## src/rtl/cpu_pkg.sv

```systemverilog
`default_nettype none
// +----------------------------------------------------------------------------+
// | Package     : cpu_pkg                                                      |
// | Description : Shared constants and the MEM->WB payload struct for the      |
// |               19-bit pipelined CPU.                                        |
// | Revision    : 1.0 - initial release                                        |
// +----------------------------------------------------------------------------+
package cpu_pkg;

    localparam int CPU_DATA_W = 19;
    localparam int CPU_REG_AW = 3;

    // Field order matches the packing used on the MEM->WB boundary.
    typedef struct packed {
        logic                  regwrite;
        logic                  memtoreg;
        logic [CPU_DATA_W-1:0] rdata;
        logic [CPU_DATA_W-1:0] out;
        logic [CPU_REG_AW-1:0] rd;
    } mem_wb_t;

    localparam int MEM_WB_W = $bits(mem_wb_t);

endpackage
`default_nettype wire

```

## src/rtl/mem_wb_skid_pipe_skid.sv

```systemverilog
`default_nettype none
// +----------------------------------------------------------------------------+
// | Module      : pipe_skid                                                    |
// | Description : Generic two-entry ready/valid skid buffer with synchronous   |
// |               flush. in_ready is registered (no path from out_ready).      |
// | Ports       : clk, rst_n        - clock, async active-low reset            |
// |               flush             - drop held and incoming beats             |
// |               in_valid/in_ready/in_data    - upstream handshake            |
// |               out_valid/out_ready/out_data - downstream handshake          |
// | Revision    : 1.0 - initial release                                        |
// +----------------------------------------------------------------------------+
module pipe_skid #(
    parameter int PAYLOAD_W = 8
) (
    input  logic                 clk,
    input  logic                 rst_n,
    input  logic                 flush,
    input  logic                 in_valid,
    output logic                 in_ready,
    input  logic [PAYLOAD_W-1:0] in_data,
    output logic                 out_valid,
    input  logic                 out_ready,
    output logic [PAYLOAD_W-1:0] out_data
);

    logic                 main_valid_q, main_valid_d;
    logic                 skid_valid_q, skid_valid_d;
    logic [PAYLOAD_W-1:0] main_data_q,  main_data_d;
    logic [PAYLOAD_W-1:0] skid_data_q,  skid_data_d;
    logic                 w_accept;
    logic                 w_consume;

    assign in_ready  = !skid_valid_q;
    assign out_valid = main_valid_q;
    assign out_data  = main_data_q;
    assign w_accept  = in_valid && !skid_valid_q;
    assign w_consume = main_valid_q && out_ready;

    always_comb begin
        main_valid_d = main_valid_q;
        skid_valid_d = skid_valid_q;
        main_data_d  = main_data_q;
        skid_data_d  = skid_data_q;
        if (flush) begin
            // Payloads deliberately hold; only the valid bits are killed.
            main_valid_d = 1'b0;
            skid_valid_d = 1'b0;
        end else if (skid_valid_q && w_consume) begin
            // in_ready is low here, so no new beat can arrive this cycle.
            main_data_d  = skid_data_q;
            main_valid_d = 1'b1;
            skid_valid_d = 1'b0;
        end else if (!main_valid_q || w_consume) begin
            main_valid_d = w_accept;
            if (w_accept) begin
                main_data_d = in_data;
            end
        end else if (w_accept) begin
            // Main is stalled: park the beat; in_ready drops next cycle.
            skid_data_d  = in_data;
            skid_valid_d = 1'b1;
        end
    end

    always_ff @(posedge clk or negedge rst_n) begin
        if (!rst_n) begin
            main_valid_q <= 1'b0;
            skid_valid_q <= 1'b0;
            main_data_q  <= '0;
            skid_data_q  <= '0;
        end else begin
            main_valid_q <= main_valid_d;
            skid_valid_q <= skid_valid_d;
            main_data_q  <= main_data_d;
            skid_data_q  <= skid_data_d;
        end
    end

endmodule
`default_nettype wire

```

## src/rtl/mem_wb_skid.sv

```systemverilog
`default_nettype none
// +----------------------------------------------------------------------------+
// | Module      : mem_wb_skid                                                  |
// | Description : MEM->WB pipeline boundary with ready/valid handshake, 2-entry|
// |               skid buffer, synchronous flush, writeback data mux, write    |
// |               strobe and a saturating back-pressure cycle counter.         |
// | Ports       : clk, rst_n, flush                                            |
// |               mem_valid/mem_ready, mem_regwrite, mem_memtoreg, mem_rdata,  |
// |               mem_out, mem_rd          - MEM side beat                     |
// |               wb_valid/wb_ready, wb_regwrite, wb_memtoreg, wb_rdata,       |
// |               wb_out, wb_rd            - WB side registered beat           |
// |               wb_data, wb_we           - writeback value and strobe        |
// |               stall_cnt                - back-pressured cycle count        |
// | Revision    : 1.0 - initial release                                        |
// +----------------------------------------------------------------------------+
module mem_wb_skid
    import cpu_pkg::*;
#(
    parameter int DATA_W      = CPU_DATA_W,
    parameter int REG_AW      = CPU_REG_AW,
    parameter int ZERO_REG_RO = 0,
    parameter int CNT_W       = 16
) (
    input  logic              clk,
    input  logic              rst_n,
    input  logic              flush,
    input  logic              mem_valid,
    output logic              mem_ready,
    input  logic              mem_regwrite,
    input  logic              mem_memtoreg,
    input  logic [DATA_W-1:0] mem_rdata,
    input  logic [DATA_W-1:0] mem_out,
    input  logic [REG_AW-1:0] mem_rd,
    output logic              wb_valid,
    input  logic              wb_ready,
    output logic              wb_regwrite,
    output logic              wb_memtoreg,
    output logic [DATA_W-1:0] wb_rdata,
    output logic [DATA_W-1:0] wb_out,
    output logic [REG_AW-1:0] wb_rd,
    output logic [DATA_W-1:0] wb_data,
    output logic              wb_we,
    output logic [CNT_W-1:0]  stall_cnt
);

    localparam int PAY_W   = 2 + 2 * DATA_W + REG_AW;
    localparam bit ZERO_RO = (ZERO_REG_RO != 0);

    logic [PAY_W-1:0] w_in_data;
    logic [PAY_W-1:0] w_out_data;
    logic [CNT_W-1:0] stall_cnt_q, stall_cnt_d;

    assign w_in_data = {mem_regwrite, mem_memtoreg, mem_rdata, mem_out, mem_rd};

    pipe_skid #(
        .PAYLOAD_W (PAY_W)
    ) u_skid (
        .clk       (clk),
        .rst_n     (rst_n),
        .flush     (flush),
        .in_valid  (mem_valid),
        .in_ready  (mem_ready),
        .in_data   (w_in_data),
        .out_valid (wb_valid),
        .out_ready (wb_ready),
        .out_data  (w_out_data)
    );

    assign {wb_regwrite, wb_memtoreg, wb_rdata, wb_out, wb_rd} = w_out_data;

    assign wb_data = wb_memtoreg ? wb_rdata : wb_out;
    assign wb_we   = wb_valid && wb_regwrite && wb_ready
                     && !(ZERO_RO && (wb_rd == '0));

    // Counts cycles where WB holds a beat but refuses it; saturates, no wrap.
    always_comb begin
        stall_cnt_d = stall_cnt_q;
        if (wb_valid && !wb_ready && !flush && (stall_cnt_q != {CNT_W{1'b1}})) begin
            stall_cnt_d = stall_cnt_q + CNT_W'(1);
        end
    end

    always_ff @(posedge clk or negedge rst_n) begin
        if (!rst_n) begin
            stall_cnt_q <= '0;
        end else begin
            stall_cnt_q <= stall_cnt_d;
        end
    end

    assign stall_cnt = stall_cnt_q;

endmodule
`default_nettype wire

```

## config.mk

```make
export PLATFORM = sky130hd
export DESIGN_NAME = mem_wb_skid
export DESIGN_NICKNAME = d
export VERILOG_FILES = /design/src/rtl/cpu_pkg.sv /design/src/rtl/mem_wb_skid_pipe_skid.sv /design/src/rtl/mem_wb_skid.sv
export SDC_FILE = /design/constraint.sdc
export NUM_CORES = 1
export LEC_CHECK = 0
export ABC_AREA = 1
export CAP_MARGIN = 15
export CORE_ASPECT_RATIO = 0.6
export CORE_UTILIZATION = 50
export CTS_CLUSTER_SIZE = 40
export DETAILED_ROUTE_END_ITERATION = 12
export PLACE_DENSITY = 0.85
export SYNTH_ARGS = -nofsm -noshare
export SYNTH_HDL_FRONTEND = slang
export SYNTH_SLANG_ARGS = --single-unit
```

## constraint.sdc

```tcl
create_clock -name clk -period 1.65 [get_ports clk]
set_input_delay 0.165 -clock clk [delete_from_list [all_inputs] [get_ports clk]]
set_output_delay 0.165 -clock clk [all_outputs]
set_load 0.05 [all_outputs]
```

==> key figures <==
Synth
  – Library cells used by synthesis: 28
  – Cell area after synthesis: 0.005135 mm^2
  – Adder-Cell Fraction of Synth Area: 0.2437%
  – Ys Warns: 0
  – Top cell type's share of synthesized area: 50.68%
  – Synth Area in Simple Gates: 23.32%
  – Post-synthesis xor/xnor area fraction: 0.8528%
  – Largest family of logic cells by synthesized area: simple AND/OR/NAND/NOR gates
  – Synth Area in Compound Gates: 14.91%
  – Cell count after synthesis: 670
  – Post-synthesis sequential area ratio: 50.68%
  – Top cells by area, synth: dfrtp_1, nand2_1, o21ai_0
  – Post-synthesis mux area share: 0%
  – Syn nets: 719
  – Top cell type by total area after synthesis: dfrtp_1
  – Mapped Avg Cell Area: 7.664 um^2
  – Flops & latches, synth: 104

GRT
  – GRT Overall Usage: 28.13%
  – Vias in the first global route: 4689
  – Initial antenna violation count: 1
  – Pin count of the biggest net entering global routing: 83
  – Total gr overflow: 0
  – First-pass GRT wire length: 23.12 mm

Timing
  – Slew Limit Fails: 0
  – Clock skew: 0.008413 ns
  – Final setup violation count: 0
  – Slew @ Worst Pin: 0.4923 ns
  – Hold Vio Cnt, Final: 0
  – Achievable Freq: 635.9 MHz
  – Hold WS: 0.2814 ns
  – Final worst-path cycle share: 95.30%
  – Setup ws final: 0.07753 ns
  – Slew headroom: 67.31%
  – Min cycle time layout: 1.572 ns
  – RSZ-0062 raised after global routing: no
  – Setup tns final: 0 ns

Floorplan
  – Initial core utilization: 51.79%
  – Num ports: 129
  – Die X-Extent: 132.8 um
  – # rows: 28
  – Die Y: 80.50 um
  – Full die area: 0.01069 mm^2
  – Core area: 0.009915 mm^2

Final layout
  – Share of cells above drive strength 1: 17.65%
  – Fin cells: 935
  – Final nets: 843
  – Cell area after layout: 0.007037 mm^2
  – Syn-to-layout area delta: 37.04%
  – Final Util: 70.97%
  – Fillcell total: 716

Routing
  – Vias per cell: 5.290
  – Routed via count: 4946
  – WL final: 14.21 mm
  – Iter 0 DRT Violations: 426
  – Drt first pass iters: 5
  – DRC Markers: 0
  – Wire per inst: 15.19 um
  – Final ANT Viol Nets: 0

Placement
  – Post-Place Worst Slack: -0.06794 ns
  – Post-Place Cells: 916
  – Placer Congestion: 0.9147
  – Area post-placement: 0.006713 mm^2
  – Number of I/O port buffers: 128
  – Detailed placement HPWL: 10.03 mm

Worst setup path
  – Crit path to: u_skid.out_data[33]
  – Setup CP Type: reg -> reg
  – Buf/Inv on CP: 1
  – Delay-heaviest family, CP: simple AND/OR/NAND/NOR gates
  – Reg-to-reg slack, setup: 0.08 ns
  – WP data arrival: 1.79 ns
  – Crit start category: flop
  – Reg2Reg Launch Point: u_skid.out_valid
  – R2R Path End: u_skid.out_data[33]
  – Worst path max stage delay: 0.42 ns
  – Critical path fanouts, max: 23
  – Worst R2R Path Depth: 6
  – Slowest cell on crit path: dfrtp_1
  – Number of stages on the worst setup path: 6
  – CP Cell Sequence: nand2_1 > nor2_4 > o21bai_4 > buf_4 > o21ai_0 > nand2_1
  – Most common cell on crit path: nand2_1
  – CP Capture Type: flop
  – Crit. Startpoint: u_skid.out_valid
  – Critical path required time: 1.87 ns

Clock network
  – Total CTS buffers: 9
  – Skew-Pair Late Insertion Delay: 0.35 ns
  – H-tree levels: 3
  – Clock Root Buffer: clkbuf_16
  – Max Root-Sink Buffers: 2
  – CTS tree: yes
  – Clock transition at the registers of the reported paths: 0.07 ns
  – Sinks on Clock Net: 104

Power
  – P_int: 5.477 mW
  – Sequential fraction of design power: 38.4%
  – Switching Share: 37.74%
  – Comb power frac: 36.7%
  – Design Power: 8.796 mW
  – Clock power frac: 24.8%
  – Switch Pwr: 3.319 mW
  – Pwr dens: 1250 mW/mm^2
  – Worst VDD drop: 775.8 uV
  – Static leakage: 3.503 nW

Run status
  – Status: completed

Flow run
  – Total of max-cap violations: 0

Worst hold path
  – Worst hold path class: in -> async
## cell usage after synthesis
| library cell | instances |
|---|---|
| xnor2_1 | 2 |
| o21ai_1 | 16 |
| clkbuf_1 | 12 |
| nor2_1 | 27 |
| nand2_2 | 2 |
| nand3_2 | 1 |
| nor2_2 | 4 |
| nor2_4 | 2 |
| ha_1 | 1 |
| nand2_1 | 239 |
| o21bai_4 | 1 |
| inv_2 | 2 |
| dfrtp_1 | 104 |
| clkbuf_2 | 2 |
| nand4_1 | 4 |
| nand2_4 | 1 |
| o21ai_0 | 120 |
| buf_2 | 9 |
| buf_6 | 6 |
| nor2_8 | 1 |
| nand3_1 | 9 |
| inv_1 | 80 |
| a31oi_1 | 1 |
| nand3b_1 | 3 |
| xor2_1 | 3 |
| a21oi_1 | 12 |
| nor3_1 | 1 |
| buf_4 | 5 |
## layout make-up
type / count / area, um^2 / area share [%]
tap: 135 / 168.9 / 2.400
multi-input combinational: 450 / 2076 / 29.50
clock inverter: 2 / 38.79 / 0.5512
timing repair buffer: 147 / 1570 / 22.32
sequential: 104 / 2609 / 37.07
antenna: 1 / 2.502 / 0.03556
clock buffer: 14 / 264.0 / 3.752
inverter: 82 / 307.8 / 4.374
## worst min-delay path by stage
stage	start	endpoint	slack (ns)
2_1_floorplan	rst_n	stall_cnt[0]	-0.13
3_3_place_gp	rst_n	u_skid.skid_data_q[28]	0.11
3_5_place_dp	rst_n	u_skid.skid_data_q[26]	0.12
4_1_cts	rst_n	u_skid.skid_data_q[26]	0.28
5_1_grt	rst_n	u_skid.skid_data_q[26]	0.30
6_report	rst_n	u_skid.skid_data_q[26]	0.28
## registers in the layout (all words and copies together) (netlist names)
signal and count:
stall_cnt 16, u_skid.out_data 43, u_skid.out_valid 1, u_skid.skid_data_q 43, u_skid.skid_valid_q 1
## power groups by stage
| stage | clock network (mW) | logic [mW] | registers (mW) |
|---|---|---|---|
| after global routing | 2.31 | 3.44 | 3.43 |
| after global placement | 0 | 3.16 | 3.38 |
| after floorplan | 0 | 1.16 | 4.09 |
| after detailed placement | 0 | 3.25 | 3.40 |
| after CTS | 2.22 | 3.25 | 3.37 |
| final | 2.18 | 3.23 | 3.38 |
## layer usage
| metal | share of wire (%) | vias to the layer above | GRT usage [%] |
|---|---|---|---|
| li1 | - | 2346 | - |
| met1 | 43 | 2338 | 36.43 |
| met2 | 46 | 228 | 44.61 |
| met3 | 8.1 | 34 | 8.333 |
| met4 | 2.3 | 0 | 11.03 |
| met5 | 0 | - | 0 |
## repair_timing
item,CTS,global route
hold endpoints to repair,26,0
hold buffers,1,0
resized for setup,6,2
endpoints found under the setup margin,6,16
setup buffers,0,1
pin swaps,0,1
## placed cells by master, fill, tap and decap left out, types with 2 or more instances in the layout
cell type        Yosys  layout
nand3_1              9       8
nor2_4               2       2
nand2_2              2       2
nor2_1              27      26
xnor2_1              2       2
inv_2                2       2
dfrtp_2              0       5
buf_4                5      66
clkbuf_1            12       3
dlygate4sd2_1        0       6
o21ai_0            120     101
xor2_1               3       3
o21ai_2              0      13
a21oi_1             12      12
clkbuf_8             0       2
dfrtp_1            104      99
clkdlybuf4s50_1      0      46
o21ai_1             16      22
nand3_2              1       2
buf_12               0      27
clkbuf_16            0       9
nand3b_1             3       3
inv_1               80      80
nand2_1            239     239
nor2_2               4       5
nand4_1              4       4
## logic make-up (layout without fill, tap and decap cells)
group / count (synthesis) / count (layout)
adders and majority gates: 1 / 1
other: 0 / 1
xor gates and xnor gates: 5 / 5
DFF: 104 / 104
AOI/OAI and AO/OA: 150 / 150
buffers and inverters: 116 / 245
and+or+nand+nor: 294 / 294
Note: power is estimated with default switching activity, not from simulation.
